===== config.mk =====
export PLATFORM = sky130hd
export DESIGN_NAME = sdram_port_arbiter
export DESIGN_NICKNAME = d
export VERILOG_FILES = /design/src/rtl/sdram_port_arbiter.sv
export SDC_FILE = /design/constraint.sdc
export NUM_CORES = 1
export LEC_CHECK = 0
export CORE_ASPECT_RATIO = 2
export CORE_MARGIN = 4
export CORE_UTILIZATION = 38
export CTS_BUF_LIST = sky130_fd_sc_hd__clkbuf_2 sky130_fd_sc_hd__clkbuf_4 sky130_fd_sc_hd__clkbuf_8
export DETAILED_ROUTE_END_ITERATION = 10
export PLACE_DENSITY_LB_ADDON = 0.15
export RECOVER_POWER = 50
export SLEW_MARGIN = 15
export SYNTH_ARGS = -nofsm -noshare
export SYNTH_HDL_FRONTEND = slang
export SYNTH_SLANG_ARGS = --single-unit

===== constraint.sdc =====
create_clock -name clk -period 3.47 [get_ports clk]
set_input_delay 1.041 -clock clk [delete_from_list [all_inputs] [get_ports clk]]
set_output_delay 1.041 -clock clk [all_outputs]
set_load 0.005 [all_outputs]

===== src/rtl/sdram_port_arbiter.sv =====
// sdram_port_arbiter: one controller command port shared by a burst reader and a burst writer (optional stats: SDRAM_ARBITER_STATS_EN).
// Latency: grant is combinational in IDLE, the command follows one cycle later; word strobes and done pulses are combinational.
// Backpressure: requests wait until IDLE; a granted burst is never preempted; the controller paces words by its strobes.
module sdram_port_arbiter #(
  parameter int BURST_LENGTH  = 8,
  parameter int ADDRESS_WIDTH = 22,
  parameter int DATA_WIDTH    = 16
) (
  input  logic                     clk,
  input  logic                     reset,
  input  logic                     rd_req,
  input  logic                     rd_urgent,
  input  logic [ADDRESS_WIDTH-1:0] rd_address,
  output logic                     rd_grant,
  output logic [DATA_WIDTH-1:0]    rd_data,
  output logic                     rd_data_valid,
  output logic                     rd_done,
  input  logic                     wr_req,
  input  logic [ADDRESS_WIDTH-1:0] wr_address,
  input  logic [DATA_WIDTH-1:0]    wr_data,
  output logic                     wr_grant,
  output logic                     wr_data_ack,
  output logic                     wr_done,
  output logic [1:0]               ctrl_command,
  output logic [ADDRESS_WIDTH-1:0] ctrl_address,
  output logic [DATA_WIDTH-1:0]    ctrl_write_data,
  input  logic [DATA_WIDTH-1:0]    ctrl_read_data,
  input  logic                     ctrl_read_valid,
  input  logic                     ctrl_write_done
`ifdef SDRAM_ARBITER_STATS_EN
  ,
  output logic [31:0]              rd_burst_count,
  output logic [31:0]              wr_burst_count
`endif
);

  localparam int CW = (BURST_LENGTH > 1) ? $clog2(BURST_LENGTH) : 1;
  localparam logic [CW-1:0] LAST_WORD = CW'(BURST_LENGTH - 1);

  // State encoding doubles as the controller command code.
  typedef enum logic [1:0] {
    ST_IDLE  = 2'd0,
    ST_WRITE = 2'd1,
    ST_READ  = 2'd2
  } state_t;

  typedef enum logic {
    OWN_WRITE = 1'b0,
    OWN_READ  = 1'b1
  } owner_t;

  state_t                   state_q, state_d;
  owner_t                   last_owner_q, last_owner_d;
  logic [ADDRESS_WIDTH-1:0] addr_q, addr_d;
  logic [CW-1:0]            count_q, count_d;
  logic                     pick_rd, pick_wr;
  logic                     word_strobe, last_word;

  always_comb begin
    pick_rd = 1'b0;
    pick_wr = 1'b0;
    if (state_q == ST_IDLE) begin
      pick_rd = rd_req & (rd_urgent | ~wr_req | (last_owner_q == OWN_WRITE));
      pick_wr = wr_req & ~pick_rd;
    end
  end

  always_comb begin
    word_strobe = 1'b0;
    case (state_q)
      ST_WRITE: word_strobe = ctrl_write_done;
      ST_READ:  word_strobe = ctrl_read_valid;
      default:  word_strobe = 1'b0;
    endcase
    last_word = word_strobe & (count_q == LAST_WORD);
  end

  always_ff @(posedge clk) begin
    if (reset) begin
      state_q      <= ST_IDLE;
      last_owner_q <= OWN_WRITE;
      addr_q       <= '0;
      count_q      <= '0;
    end else begin
      state_q      <= state_d;
      last_owner_q <= last_owner_d;
      addr_q       <= addr_d;
      count_q      <= count_d;
    end
  end

  always_comb begin
    state_d      = state_q;
    last_owner_d = last_owner_q;
    addr_d       = addr_q;
    count_d      = count_q;
    case (state_q)
      ST_IDLE: begin
        if (pick_rd) begin
          state_d      = ST_READ;
          last_owner_d = OWN_READ;
          addr_d       = rd_address;
          count_d      = '0;
        end else if (pick_wr) begin
          state_d      = ST_WRITE;
          last_owner_d = OWN_WRITE;
          addr_d       = wr_address;
          count_d      = '0;
        end
      end
      ST_WRITE, ST_READ: begin
        if (word_strobe) begin
          addr_d  = addr_q + ADDRESS_WIDTH'(1);
          count_d = last_word ? '0 : count_q + CW'(1);
          if (last_word) begin
            state_d = ST_IDLE;
          end
        end
      end
      default: state_d = ST_IDLE;
    endcase
  end

  always_comb begin
    rd_grant        = pick_rd;
    wr_grant        = pick_wr;
    rd_data_valid   = (state_q == ST_READ) & ctrl_read_valid;
    wr_data_ack     = (state_q == ST_WRITE) & ctrl_write_done;
    rd_done         = (state_q == ST_READ) & last_word;
    wr_done         = (state_q == ST_WRITE) & last_word;
    ctrl_command    = state_q;
    ctrl_address    = addr_q;
    ctrl_write_data = wr_data;
    rd_data         = ctrl_read_data;
  end

`ifdef SDRAM_ARBITER_STATS_EN
  logic [31:0] rd_cnt_q, wr_cnt_q;

  always_ff @(posedge clk) begin
    if (reset) begin
      rd_cnt_q <= '0;
      wr_cnt_q <= '0;
    end else begin
      if (rd_done) rd_cnt_q <= rd_cnt_q + 32'd1;
      if (wr_done) wr_cnt_q <= wr_cnt_q + 32'd1;
    end
  end

  assign rd_burst_count = rd_cnt_q;
  assign wr_burst_count = wr_cnt_q;
`endif

endmodule


==> impl_metrics.env, run 1 <==
export IMPL_io_pins=145
export IMPL_cts_buffers=3
export IMPL_grt_ovfl_total=0
export IMPL_grt_pass1_wl_mm=10.07
export IMPL_multi_input_area_um2=1329
export IMPL_arrival_ns=2.41
export IMPL_tritoncts="built"
export IMPL_finalSetupViolCount=0
export IMPL_io_buffer_count=80
export IMPL_drtAntennaViolNets=0
export IMPL_final_common_cell="clkdlybuf4s50_1"
export IMPL_dp_slack_ns=0.01882
export IMPL_gp_congestion=0.8053
export IMPL_ys_async_sr_fraction_pct=0
export IMPL_die_h_um=116.1
export IMPL_antenna_cells=0
export IMPL_slew_headroom_pct=17.21
export IMPL_syn_cell_area_um2=2220
export IMPL_num_fill_cells=587
export IMPL_regArea_um2=560.5
export IMPL_dp_hpwl_mm=4.948
export IMPL_fin_nets=432
export IMPL_start_util_pct=38.88
export IMPL_synth_edf_count=0
export IMPL_vias=2339
export IMPL_routed_wl_mm=6.633
export IMPL_drv_slew=0
export IMPL_synth_fp_nets=385
export IMPL_p_leak_nw=1.139
export IMPL_vdd_ir_drop_max_v=0.0004754
export IMPL_path_clk_slew_ns=0.09
export IMPL_ys_warn_count=0
export IMPL_start_kind="input port"
export IMPL_tightest_slew_ns=1.242
export IMPL_first_pass_iters=4
export IMPL_crit_path_end_kind="output port"
export IMPL_hold_violations=0
export IMPL_status="finished, final reports clean"
export IMPL_cts_sinks=28
export IMPL_place_area_um2=2870
export IMPL_wire_per_inst_um=16.50
export IMPL_syn2layout_area_growth_pct=31.79
export IMPL_skew_ns=0.003665
export IMPL_grt_max_degree=50
export IMPL_row_count=39
export IMPL_hp_class="flop to flop"
export IMPL_required_ns=2.43
export IMPL_yosys_most_used_dff="dfxtp_1"
export IMPL_seq_area_frac_synth_pct=25.25
export IMPL_grt_usage_pct=18.20
export IMPL_dp_cells=398
export IMPL_fin_crit_ns=3.448
export IMPL_clock_path_buffers=2
export IMPL_die_w_um=62.04
export IMPL_layout_cells_non_filler=402
export IMPL_antenna_found_initial=0
export IMPL_whs_ns=0.4591
export IMPL_synthCells=296
export IMPL_remaining_drc_errors=0
export IMPL_final_cell_mix="67 x clkdlybuf4s50_1, 36 x nand2_1, 28 x dfxtp_1, 20 x o21ai_0, 19 x a21oi_1"
export IMPL_drt_initial_drc_count=105
export IMPL_worst_slack_ns=0.02183
export IMPL_clkLatencyLatePin_ns=0.27
export IMPL_htreeDepth=1
export IMPL_avgSynthCellArea_um2=7.499
export IMPL_die_area_um2=7202
export IMPL_drv_cap=0
export IMPL_root_buffer="clkbuf_8"
export IMPL_grt_pass1_vias=2153
export IMPL_ys_types=48
export IMPL_power_density_nw_per_um2=782.1
export IMPL_path_class="input port to output port"
export IMPL_avgViaCountPerCell=5.818
export IMPL_yosys_register_bits=28
export IMPL_crit_fanout=3
export IMPL_drive_gt1_share_pct=6.745
export IMPL_stdcell_area_um2=2925
export IMPL_period_share_pct=99.37
export IMPL_fmax_mhz=290.0
export IMPL_core_area_um2=5709
export IMPL_hold_buffers=0
-- sequential cells by signal (all words and copies together) (netlist names) --
| name | count |
|---|---|
| ctrl_address | 22 |
| count_q | 3 |
| ctrl_command | 2 |
| last_owner_q | 1 |
-- cells by family after synthesis --
kind of cell | count (synthesis) | synth area share [%]
multiplexers | 12 | 5.637
AND/OR/NAND/NOR | 110 | 25.76
buffers and inverters | 58 | 15.33
adder cells (fa/ha/maj) | 6 | 3.382
AO/OA/AOI/OAI | 82 | 24.63
flip-flops | 28 | 25.25
-- layout make-up --
| cell class | count | share of cell area (%) |
|---|---|---|
| Multi-Input combinational cell | 210 | 45.42 |
| Tap cell | 61 | 2.609 |
| Timing Repair Buffer | 91 | 30.24 |
| Clock buffer | 3 | 1.411 |
| Inverter | 9 | 1.155 |
| Sequential cell | 28 | 19.16 |
-- through the flow --
| step | TNS [ns] | utilization, % | total power, mW |
|---|---|---|---|
| floorplan | 0 | - | 1.546 |
| finish | 0 | 51.24 | 2.288 |
| detailed placement | 0 | 50.27 | 2.133 |
| global placement | 0 | 50.27 | 2.113 |
| CTS | 0 | 51.00 | 2.319 |
| global route | -0.005931 | 51.24 | 2.499 |
-- worst paths after layout --
check | slack (ns) | cells after the start | endpoint | startpoint
worst max-delay path | 0.02 | 4 | rd_done | ctrl_read_valid
worst min-delay path | 0.46 | 2 | count_q[1] | count_q[1]
worst max register to register | 0.94 | 7 | ctrl_address[11] | ctrl_command[0]
worst min register to register | 0.46 | 2 | count_q[1] | count_q[1]
-- synth_stat cells, drive strengths merged, types with 6 or more instances --
library cell	count	area, um^2
inv	9	33.78
and3	7	43.79
ha	6	75.07
nand2	36	135.1
nand3	15	75.07
buf	35	254.0
dfxtp	28	560.5
o21ai	20	100.1
nand4	7	50.05
a21oi	19	95.09
a211oi	9	67.56
clkbuf	14	52.55
mux2i	8	80.08
nor2	13	48.80
-- power by group --
part | total [mW] | internal [mW] | switching, mW
clock network | 0.178 | 0.0779 | 0.100
registers | 0.612 | 0.451 | 0.161
logic | 1.50 | 0.688 | 0.809
-- metal layers --
| metal | vias up | track usage, % | wire length, um |
|---|---|---|---|
| met4 | 0 | 6.091 | 118 |
| met2 | 69 | 33.66 | 3668 |
| li1 | 1156 | - | - |
| met3 | 16 | 2.676 | 405 |
| met5 | - | 0 | 0 |
| met1 | 1098 | 19.86 | 2440 |
-- what timing repair did --
| action | 4_1_cts | 5_1_grt |
|---|---|---|
| setup buffers | 0 | 1 |
| resized for setup | 0 | 4 |
| setup endpoints to repair | 0 | 3 |
-- worst max-delay path, cell delays in order --
cell,delay (ns)
clkdlybuf4s50_1,0.50
a22o_1,0.17
and4_1,0.19
clkdlybuf4s50_1,0.51
Power figures use the tool's default switching activity.
==> inputs of run 2 (changes only) <==
--- a/config.mk
+++ b/config.mk
@@ -9,6 +9,7 @@
 export CORE_MARGIN = 4
 export CORE_UTILIZATION = 38
 export CTS_BUF_LIST = sky130_fd_sc_hd__clkbuf_2 sky130_fd_sc_hd__clkbuf_4 sky130_fd_sc_hd__clkbuf_8
+export CTS_CLUSTER_SIZE = 12
 export DETAILED_ROUTE_END_ITERATION = 10
 export PLACE_DENSITY_LB_ADDON = 0.15
 export RECOVER_POWER = 50
==> results of run 2 <==
Same layout as run 1: the final DEF is identical, and so are final timing and power.
==> inputs of run 3 (changes only) <==
--- a/config.mk
+++ b/config.mk
@@ -12,7 +12,6 @@
 export CTS_CLUSTER_SIZE = 12
 export DETAILED_ROUTE_END_ITERATION = 10
 export PLACE_DENSITY_LB_ADDON = 0.15
-export RECOVER_POWER = 50
 export SLEW_MARGIN = 15
 export SYNTH_ARGS = -nofsm -noshare
 export SYNTH_HDL_FRONTEND = slang
==> run 3 against run 2 <==
  * Critical path depth unchanged
  * Wire length hardly changed
  * Largest cell class unchanged
  * Combinational power barely moved
  * First-iteration DRC count down 6.7%
  * Sequential share of layout area about the same
  * Fmax unchanged
  * Clock power is essentially flat
  * Clock skew decreased by 0.00087 ns
  * Setup slack about the same
  * Cell count did not move
  * Worst hold slack improved by 0.0014 ns
  * Register-to-register slack better by 0.09 ns
==> impl_metrics.env, run 3 (synthesized netlist as in run 1, its figures left out) <==
export IMPL_status="finished, final reports clean"
export IMPL_finalSetupViolCount=0
export IMPL_htreeDepth=1
export IMPL_setup_tns_ns=0
export IMPL_wire_per_inst_um=16.49
export IMPL_cts_sinks=28
export IMPL_path_clk_slew_ns=0.10
export IMPL_tightest_slew_ns=0.9350
export IMPL_dp_hpwl_mm=4.948
export IMPL_final_common_cell="clkdlybuf4s50_1"
export IMPL_crit_chain="clkdlybuf4s50_1 > a22o_1 > and4_1 > clkdlybuf4s50_1"
export IMPL_grt_max_degree=50
export IMPL_fmax_mhz=290.0
export IMPL_grt_pass1_vias=2153
export IMPL_vias=2337
export IMPL_syn2layout_area_growth_pct=31.96
export IMPL_cp_num_cells=4
export IMPL_antenna_cells=0
export IMPL_tritoncts="built"
export IMPL_dp_cells=398
export IMPL_r2r_end="ctrl_address[21]"
export IMPL_vdd_ir_drop_max_v=0.0004803
export IMPL_drv_cap=0
export IMPL_critPathTopFamily="buffers and inverters"
export IMPL_gp_congestion=0.8053
export IMPL_crit_path_end_kind="output port"
export IMPL_p_leak_nw=1.113
export IMPL_remaining_drc_errors=0
export IMPL_crit_fanout=3
export IMPL_die_h_um=116.1
export IMPL_clock_path_buffers=2
export IMPL_drt_initial_drc_count=98
export IMPL_drive_gt1_share_pct=7.038
export IMPL_hold_buffers=0
export IMPL_power_density_nw_per_um2=788.8
export IMPL_cts_buffers=3
export IMPL_max_stage_delay_ns=0.51
export IMPL_core_area_um2=5709
export IMPL_layout_cells_non_filler=402
export IMPL_grt_pass1_wl_mm=10.07
export IMPL_io_buffer_count=80
export IMPL_root_buffer="clkbuf_8"
export IMPL_p_comb_share_pct=65.6
export IMPL_antenna_found_initial=0
export IMPL_cp_slowest_cell="clkdlybuf4s50_1"
export IMPL_power_mw=2.311
export IMPL_grt_ovfl_total=0
export IMPL_cp_num_buf_inv=2
export IMPL_switchingPower_mw=1.073
export IMPL_clkPwrFrac_pct=7.8
export IMPL_stdcell_area_um2=2929
export IMPL_fin_nets=432
export IMPL_drv_slew=0
export IMPL_whs_ns=0.4604
export IMPL_first_pass_iters=4
export IMPL_slew_headroom_pct=37.09
export IMPL_io_pins=145
export IMPL_start_util_pct=38.88
export IMPL_hold_violations=0
export IMPL_r2r_cells=9
export IMPL_clkLatencyLatePin_ns=0.27
export IMPL_largest_reg_flops=22
export IMPL_skew_ns=0.002800
export IMPL_arrival_ns=2.41
export IMPL_die_area_um2=7202
export IMPL_hp_class="flop to flop"
export IMPL_avgViaCountPerCell=5.813
export IMPL_period_share_pct=99.37
export IMPL_die_w_um=62.04
export IMPL_timing_rr_start="ctrl_command[1]"
export IMPL_grt_usage_pct=18.20
export IMPL_required_ns=2.43
export IMPL_endpoint="rd_done"
export IMPL_final_cell_mix="78 x clkdlybuf4s50_1, 36 x nand2_1, 28 x dfxtp_1, 20 x o21ai_0, 19 x a21oi_1"
export IMPL_pwr_share_seq_pct=26.6
export IMPL_p_int_mw=1.238
export IMPL_place_area_um2=2870
export IMPL_startpoint="ctrl_read_valid"
export IMPL_fin_crit_ns=3.448
export IMPL_cp_common_cell="clkdlybuf4s50_1"
export IMPL_start_kind="input port"
export IMPL_swShare_pct=46.43
export IMPL_routed_wl_mm=6.627
export IMPL_row_count=39
export IMPL_drtAntennaViolNets=0
export IMPL_path_class="input port to output port"
export IMPL_rrSetupSlack_ns=1.03
## run 3: changes by cell type in the layout (fill, tap and decap cells not counted), sizes merged
cell           previous run  this run
clkbuf                    4         3
clkdlybuf4s50            67        78
dlygate4sd3              11         0
buf                      10        11
## run 3: how the worst min path moves through the flow
stage / slack [ns] / cells past startpoint / end / from
detailed placement: 0.45 / 2 / count_q[1] / count_q[1]
global placement: 0.44 / 2 / count_q[1] / count_q[1]
CTS: 0.46 / 2 / count_q[1] / count_q[1]
floorplan: 0.44 / 2 / count_q[1] / count_q[1]
finish: 0.46 / 2 / count_q[1] / count_q[1]
global route: 0.48 / 2 / count_q[1] / count_q[1]
## run 3: cell type report
type / instances / area (um^2)
fill: 585 / 2780
multi-input combinational: 210 / 1329
timing repair buffer: 91 / 888.4
sequential: 28 / 560.5
tap: 61 / 76.32
clock buffer: 3 / 41.29
inverter: 9 / 33.78
## run 3: worst min-delay path: cells and delay by family (launching register included)
kind            cells  cell delay, ns
compound gates      1            0.05
simple gates        1            0.05
flops               1            0.32
## run 3: power by group through the flow
| stage | Combinational, mW | Clock [mW] | Sequential, mW |
|---|---|---|---|
| final | 1.52 | 0.180 | 0.615 |
| after global routing | 1.69 | 0.199 | 0.636 |
| after CTS | 1.52 | 0.188 | 0.613 |
| after detailed placement | 1.51 | 0 | 0.620 |
| after global placement | 1.49 | 0 | 0.619 |
| after floorplan | 0.956 | 0 | 0.590 |
## run 3: stage by stage
stage	utilization (%)	setup WS [ns]
finish	51.30	0.02183
global route	51.30	-0.005931
CTS	51.00	0.01453
detailed placement	50.27	0.01882
global placement	50.27	0.02480
floorplan	-	0.6181
## run 3: layer usage
metal | track usage (%) | routed length (um) | part of all wire (%) | up-vias
met3 | 2.676 | 392 | 5.9 | 16
met2 | 33.66 | 3669 | 55 | 66
met4 | 6.091 | 118 | 1.8 | 0
met1 | 19.86 | 2446 | 37 | 1098
li1 | - | - | - | 1157
met5 | 0 | 0 | 0 | -
## run 3: timing repair
action	in CTS	in global routing
setup buffers	0	1
setup endpoints to repair	0	3
gates resized for setup	0	4
